[src/rtl/usb_burst_streamer_pkg.sv]
// usb_stream_pkg: streamer FSM states, default parameters and counter-width helper
package usb_stream_pkg;
  typedef enum logic [1:0] {IDLE, LEAD, XFER, DONE} state_t;
  localparam int unsigned DEF_DATA_W = 16;
  localparam int unsigned DEF_BURST_LEN = 256;
  localparam int unsigned DEF_LEAD_CYCLES = 2;
  localparam int unsigned DEF_PULSE_TAIL = 3;
  localparam int unsigned DEF_CNT_W = 16;
  function automatic int unsigned cnt_w(input int unsigned n);
    return $clog2(n + 1);
  endfunction
endpackage

[src/rtl/usb_burst_streamer_if.sv]
// usb_burst_streamer_if: request/FIFO/back-pressure inputs and write/envelope/status outputs of the streamer
interface usb_burst_streamer_if #(
  parameter int unsigned DATA_W = usb_stream_pkg::DEF_DATA_W,
  parameter int unsigned CNT_W = usb_stream_pkg::DEF_CNT_W
);
  logic send_out, sink_full, data_rd, usb_wr, data_pulse, busy, burst_done;
  logic [DATA_W-1:0] data_in, USB_DATA;
  logic [CNT_W-1:0] burst_cnt;
  modport master (
    output send_out, data_in, sink_full,
    input data_rd, USB_DATA, usb_wr, data_pulse, busy, burst_done, burst_cnt
  );
  modport slave (
    input send_out, data_in, sink_full,
    output data_rd, USB_DATA, usb_wr, data_pulse, busy, burst_done, burst_cnt
  );
endinterface

[src/rtl/usb_burst_streamer_counter.sv]
// burst_counter: up-counter with sync clear, enable and terminal-count compare (clk, rst, clr, en -> cnt, tc)
module burst_counter #(
  parameter int unsigned W = 8,
  parameter int unsigned TC = 0
) (
  input  logic         clk,
  input  logic         rst,
  input  logic         clr,
  input  logic         en,
  output logic [W-1:0] cnt,
  output logic         tc
);
  always_ff @(posedge clk)
    cnt <= (rst || clr) ? '0 : en ? cnt + W'(1) : cnt;
  assign tc = cnt == W'(TC);
endmodule

[src/rtl/usb_burst_streamer.sv]
// usb_burst_streamer: FWFT FIFO to USB/SD burst sender; usb_clk, nframe (sync reset/frame mark) and bus (send_out, data_in, sink_full in; data_rd, USB_DATA, usb_wr, data_pulse, busy, burst_done, burst_cnt out)
module usb_burst_streamer
  import usb_stream_pkg::*;
#(
  parameter int unsigned DATA_W = DEF_DATA_W,
  parameter int unsigned BURST_LEN = DEF_BURST_LEN,
  parameter int unsigned LEAD_CYCLES = DEF_LEAD_CYCLES,
  parameter int unsigned PULSE_TAIL = DEF_PULSE_TAIL,
  parameter int unsigned CNT_W = DEF_CNT_W
) (
  input logic usb_clk,
  input logic nframe,
  usb_burst_streamer_if.slave bus
);
  localparam int unsigned WW = cnt_w(BURST_LEN);
  localparam int unsigned LW = LEAD_CYCLES > 0 ? cnt_w(LEAD_CYCLES) : 1;
  localparam int unsigned LTC = LEAD_CYCLES > 0 ? LEAD_CYCLES - 1 : 0;
  if (BURST_LEN < 2) begin : g_bad_len
    $error("BURST_LEN must be at least 2");
  end
  if (PULSE_TAIL >= BURST_LEN) begin : g_bad_tail
    $error("PULSE_TAIL must be below BURST_LEN");
  end
  if (DATA_W == 0 || CNT_W == 0) begin : g_bad_width
    $error("DATA_W and CNT_W must be non-zero");
  end
  state_t state;
  logic rd, w_tc, l_tc;
  logic [WW-1:0] wcnt;
  logic [LW-1:0] lcnt;
  assign rd = state == XFER && !bus.sink_full;
  assign bus.data_rd = rd;
  burst_counter #(.W(WW), .TC(BURST_LEN - 1)) u_wcnt (
    .clk(usb_clk), .rst(nframe), .clr(state == IDLE && bus.send_out), .en(rd), .cnt(wcnt), .tc(w_tc)
  );
  burst_counter #(.W(LW), .TC(LTC)) u_lcnt (
    .clk(usb_clk), .rst(nframe), .clr(state == IDLE), .en(state == LEAD), .cnt(lcnt), .tc(l_tc)
  );
  // the lead counter stops one past its terminal value, on the edge that leaves LEAD
  assert property (@(posedge usb_clk) disable iff (nframe) lcnt <= LW'(LEAD_CYCLES));
  always_ff @(posedge usb_clk) begin
    if (nframe) begin
      state <= IDLE;
      bus.USB_DATA <= '0;
      bus.usb_wr <= 1'b0;
      bus.data_pulse <= 1'b0;
      bus.busy <= 1'b0;
      bus.burst_done <= 1'b0;
      bus.burst_cnt <= '0;
    end else begin
      bus.usb_wr <= rd;
      bus.burst_done <= 1'b0;
      if (rd) bus.USB_DATA <= bus.data_in;
      case (state)
        IDLE: begin
          // busy stays up through the burst_done cycle and drops only when no new burst starts
          bus.busy <= bus.send_out;
          if (bus.send_out) begin
            state <= LEAD_CYCLES == 0 ? XFER : LEAD;
            bus.data_pulse <= 1'b1;
          end
        end
        LEAD: if (l_tc) state <= XFER;
        XFER: if (rd) begin
          // envelope drops as wcnt reaches BURST_LEN-PULSE_TAIL; with no tail that is the last write
          if (wcnt == WW'(BURST_LEN - PULSE_TAIL - 1)) bus.data_pulse <= 1'b0;
          if (w_tc) state <= DONE;
        end
        default: begin
          state <= IDLE;
          bus.burst_done <= 1'b1;
          bus.burst_cnt <= bus.burst_cnt + CNT_W'(1);
        end
      endcase
    end
  end
endmodule

[src/flat_wrapper.sv]
// flat-port wrapper written by rule: the top's interface ports become plain ports
module usb_burst_streamer_flat import usb_stream_pkg::*;
#(
  parameter int unsigned DATA_W = DEF_DATA_W,
  parameter int unsigned BURST_LEN = DEF_BURST_LEN,
  parameter int unsigned LEAD_CYCLES = DEF_LEAD_CYCLES,
  parameter int unsigned PULSE_TAIL = DEF_PULSE_TAIL,
  parameter int unsigned CNT_W = DEF_CNT_W
)
  (usb_clk, nframe, bus_send_out, bus_data_in, bus_sink_full, bus_data_rd, bus_USB_DATA, bus_usb_wr, bus_data_pulse, bus_busy, bus_burst_done, bus_burst_cnt);
  usb_burst_streamer_if #(.DATA_W(DATA_W), .CNT_W(CNT_W)) bus_i ();
  input logic usb_clk;
  input logic nframe;
  input wire logic [$bits(bus_i.send_out)-1:0] bus_send_out;
  input wire logic [$bits(bus_i.data_in)-1:0] bus_data_in;
  input wire logic [$bits(bus_i.sink_full)-1:0] bus_sink_full;
  output wire logic [$bits(bus_i.data_rd)-1:0] bus_data_rd;
  output wire logic [$bits(bus_i.USB_DATA)-1:0] bus_USB_DATA;
  output wire logic [$bits(bus_i.usb_wr)-1:0] bus_usb_wr;
  output wire logic [$bits(bus_i.data_pulse)-1:0] bus_data_pulse;
  output wire logic [$bits(bus_i.busy)-1:0] bus_busy;
  output wire logic [$bits(bus_i.burst_done)-1:0] bus_burst_done;
  output wire logic [$bits(bus_i.burst_cnt)-1:0] bus_burst_cnt;
  assign bus_i.send_out = bus_send_out;
  assign bus_i.data_in = bus_data_in;
  assign bus_i.sink_full = bus_sink_full;
  assign bus_data_rd = bus_i.data_rd;
  assign bus_USB_DATA = bus_i.USB_DATA;
  assign bus_usb_wr = bus_i.usb_wr;
  assign bus_data_pulse = bus_i.data_pulse;
  assign bus_busy = bus_i.busy;
  assign bus_burst_done = bus_i.burst_done;
  assign bus_burst_cnt = bus_i.burst_cnt;
  usb_burst_streamer #(.DATA_W(DATA_W), .BURST_LEN(BURST_LEN), .LEAD_CYCLES(LEAD_CYCLES), .PULSE_TAIL(PULSE_TAIL), .CNT_W(CNT_W)) u_core (.usb_clk(usb_clk), .nframe(nframe), .bus(bus_i));
endmodule
[config.mk]
export PLATFORM = sky130hd
export DESIGN_NAME = usb_burst_streamer_flat
export DESIGN_NICKNAME = d
export VERILOG_FILES = /design/src/rtl/usb_burst_streamer_pkg.sv /design/src/rtl/usb_burst_streamer_if.sv /design/src/rtl/usb_burst_streamer_counter.sv /design/src/rtl/usb_burst_streamer.sv /design/src/flat_wrapper.sv
export SDC_FILE = /design/constraint.sdc
export NUM_CORES = 1
export LEC_CHECK = 0
export CORE_MARGIN = 5
export CORE_UTILIZATION = 49
export CTS_BUF_LIST = sky130_fd_sc_hd__clkbuf_8
export CTS_CLUSTER_DIAMETER = 60
export DETAILED_ROUTE_END_ITERATION = 16
export PLACE_DENSITY_LB_ADDON = 0.1
export SYNTH_ARGS = -nofsm -noshare
export SYNTH_HDL_FRONTEND = slang
export SYNTH_SLANG_ARGS = --single-unit
[constraint.sdc]
create_clock -name usb_clk -period 2 [get_ports usb_clk]
set_input_delay 0.4 -clock usb_clk [delete_from_list [all_inputs] [get_ports usb_clk]]
set_output_delay 0.4 -clock usb_clk [all_outputs]
set_load 0.01 [all_outputs]
==> results.json <==
{
  "status": "finished, final reports clean",
  "synth_area_leader_cell": "dfxtp_1",
  "grt_overflow": 0,
  "clk_pin_slew_ps": 80,
  "synthTopCellsByArea": "dfxtp_1 47%, nand2_1 7.6%, ha_1 5.4%",
  "holdCritPathClass": "flop to flop",
  "dr_total_vias": 1810,
  "h-tree-depth": 2,
  "avgSynthCellArea_um2": 8.583,
  "clock_skew_ps": 7.426,
  "worst_path_max_delay_cell": "clkdlybuf4s50_1",
  "clock-sinks": 49,
  "post-route-period-util_pct": 92.60,
  "leakage_uw": 0.001008,
  "rows": 23,
  "tns_ps": 0,
  "cp_cell_sequence": "clkdlybuf4s50_1 -> nand2b_1 -> clkinv_1 -> dlygate4sd2_1",
  "slew_viol_final": 0,
  "firstDrtPassIters": 6,
  "port_buffers": 56,
  "die_w_um": 75.11,
  "die_y_um": 75.11,
  "hold_viol": 0,
  "synth_cells": 242,
  "drc": 0,
  "ys_ff_latch": 49,
  "finalWirelength_mm": 4.548,
  "drt_iter0_markers": 79,
  "synthArstFlopShare_pct": 0,
  "r2r_start": "u_core.u_wcnt.cnt[4]",
  "startpoint_type": "input port",
  "gp_congestion": 0.7795,
  "drive_above_1_share_pct": 7.261,
  "relSlewSlack_pct": 69.91,
  "die_area_um2": 5641,
  "core_um2": 4058,
  "boundaryPins": 57,
  "wl_per_cell_um": 12.88,
  "cts_tree": "done",
  "grt_use_met3_pct": 7.877,
  "worst_ep_required_time_ps": 1600,
  "finalSetupViolCount": 0,
  "fin_cells": 353,
  "cts_buffer_depth": 2,
  "post_drt_via_cell_ratio": 5.127,
  "end_kind": "primary output",
  "path_class": "input port to primary output",
  "synth_edf_count": 0,
  "cp_max_fo": 3,
  "finish.net_count": 331,
  "yosys_warnings": 0,
  "syn-num-nets": 271,
  "crit_start": "bus_sink_full",
  "rsz0062_at_grt": "false",
  "fin_total_pwr_uw": 2522,
  "grt_busiest_layer": "met2",
  "irDropWorstVdd_mv": 0.5815,
  "track_usage_pct": 17.62,
  "crit_arrival_ps": 1450,
  "finalCriticalPeriod_ps": 1852,
  "seq_area_um2": 982.2,
  "worstSkewPairLatency_ps": 300,
  "grt.met2_usage_pct": 29.50,
  "hold_start": "u_core.bus.USB_DATA[2]",
  "grt_use_met1_pct": 20.28,
  "cts_root_buf": "clkbuf_8",
  "maxCapViolations": 0,
  "multi_input_area_um2": 1016,
  "fillCellCount": 350,
  "worst_slack_ps": 147.9,
  "area_delta_synth_final_pct": 37.47,
  "dp_cells": 345,
  "grt_pass1_vias": 1708,
  "ys_top_cells_by_count": "49 x dfxtp_1, 42 x nand2_1, 25 x nor2_1",
  "antenna_found_initial": 0,
  "ys.flop_type": "dfxtp_1",
  "synth_top_area_share_pct": 47.23,
  "netlist_area_um2": 2077,
  "timing.fmax_ghz": 0.5399,
  "ant_nets": 0,
  "start_util_pct": 51.19,
  "worst_pin_slew_ps": 439.9,
  "pre_cts_ws_ps": -69.89,
  "place_hpwl_mm": 3.352,
  "synth_cell_types": 36,
  "insertedDiodeCount": 0,
  "yosysSeqAreaShare_pct": 47.23,
  "whs_ps": 457.4,
  "grt_max_degree": 27,
  "max_stage_delay_ps": 490,
  "numCtsBuffers": 5,
  "yosys.cell_count.top_type": "dfxtp_1",
  "powerDensity_nw_per_um2": 883.2,
  "grt_pass1_wl_mm": 7.693
}
==> path summary, 6_finish.rpt <==
path	to	slack, ps	cells past startpoint
setup reg to reg	u_core.state[1]	240	8
hold reg to reg	u_core.bus.USB_DATA[2]	460	2
setup / recovery	bus_data_rd	150	4
hold / removal	u_core.bus.USB_DATA[2]	460	2
==> logic make-up after synthesis <==
| logic type | after synthesis | synth area share (%) |
|---|---|---|
| AO/OA/AOI/OAI | 31 | 8.675 |
| XOR/XNOR | 18 | 7.590 |
| adder cells (fa/ha/maj) | 9 | 5.422 |
| buffers and inverters | 22 | 4.156 |
| flip-flops | 49 | 47.23 |
| multiplexers | 3 | 1.506 |
| AND/OR/NAND/NOR | 110 | 25.42 |
==> flip-flops by register name, indices dropped and copies added, names as in the netlist <==
name / count
u_core.u_lcnt.cnt: 2
u_core.bus.busy: 1
u_core.state: 2
u_core.u_wcnt.cnt: 9
u_core.bus.burst_done: 1
u_core.bus.data_pulse: 1
u_core.bus.USB_DATA: 16
u_core.bus.usb_wr: 1
u_core.bus.burst_cnt: 16
==> per-layer routing <==
metal	vias to the layer above	wire, um	part of all wire (%)
li1	929	-	-
met1	831	1910	42
met2	44	2165	48
met3	6	422	9.3
met4	0	49	1.1
met5	-	0	0
==> final cells by class <==
cell class,instances,area share [%]
clock buffer,5,2.410
clock inverter,3,2.279
inverter,11,1.446
multi-input combinational,171,35.58
sequential,49,34.40
tap,50,2.191
timing repair buffer,64,21.69
==> worst max-delay path, delay by kind of cell <==
kind	cells	cell delay [ps]
buffers and inverters	3	880
AND/OR/NAND/NOR	1	170
==> stage by stage <==
stage               cell area, um2  util [%]
floorplan                     2077         -
global placement              2715     66.91
detailed placement            2715     66.91
CTS                           2848     70.18
global route                  2855     70.37
finish                        2855     70.37
==> power breakdown <==
| group | switching [uW] | internal (uW) | total, uW | leakage [uW] |
|---|---|---|---|---|
| logic | 301 | 286 | 587 | 0.000544 |
| registers | 53.2 | 1060 | 1110 | 0.000396 |
| clock network | 329 | 497 | 825 | 0.0000681 |
==> repair_timing <==
action                                  in CTS  in global routing
gates resized for setup                      1                  2
hold buffers                                 0                  0
buffers inserted                             0                  0
endpoints found under the setup margin       1                  3
endpoints found under the hold margin        0                  0
==> cell usage in the layout (no fill, tap or decap), types with 2 or more instances in the layout <==
master,Yosys,layout
a2111oi_0,2,2
a211oi_1,2,2
a21oi_1,21,21
and2_1,2,2
and3_1,2,2
and4_1,2,2
buf_4,1,8
bufinv_16,0,2
clkbuf_8,0,5
clkdlybuf4s50_1,0,55
dfxtp_1,49,48
ha_1,9,9
inv_1,10,10
mux2i_1,2,2
nand2_1,42,42
nand2b_1,5,5
nand3_1,10,10
nand4_1,7,7
nor2_1,25,25
nor2b_1,3,3
nor3_1,3,3
nor4_1,3,3
o21ai_0,2,2
xnor2_1,6,6
xor2_1,12,12
(Power assumes the default switching activity.)
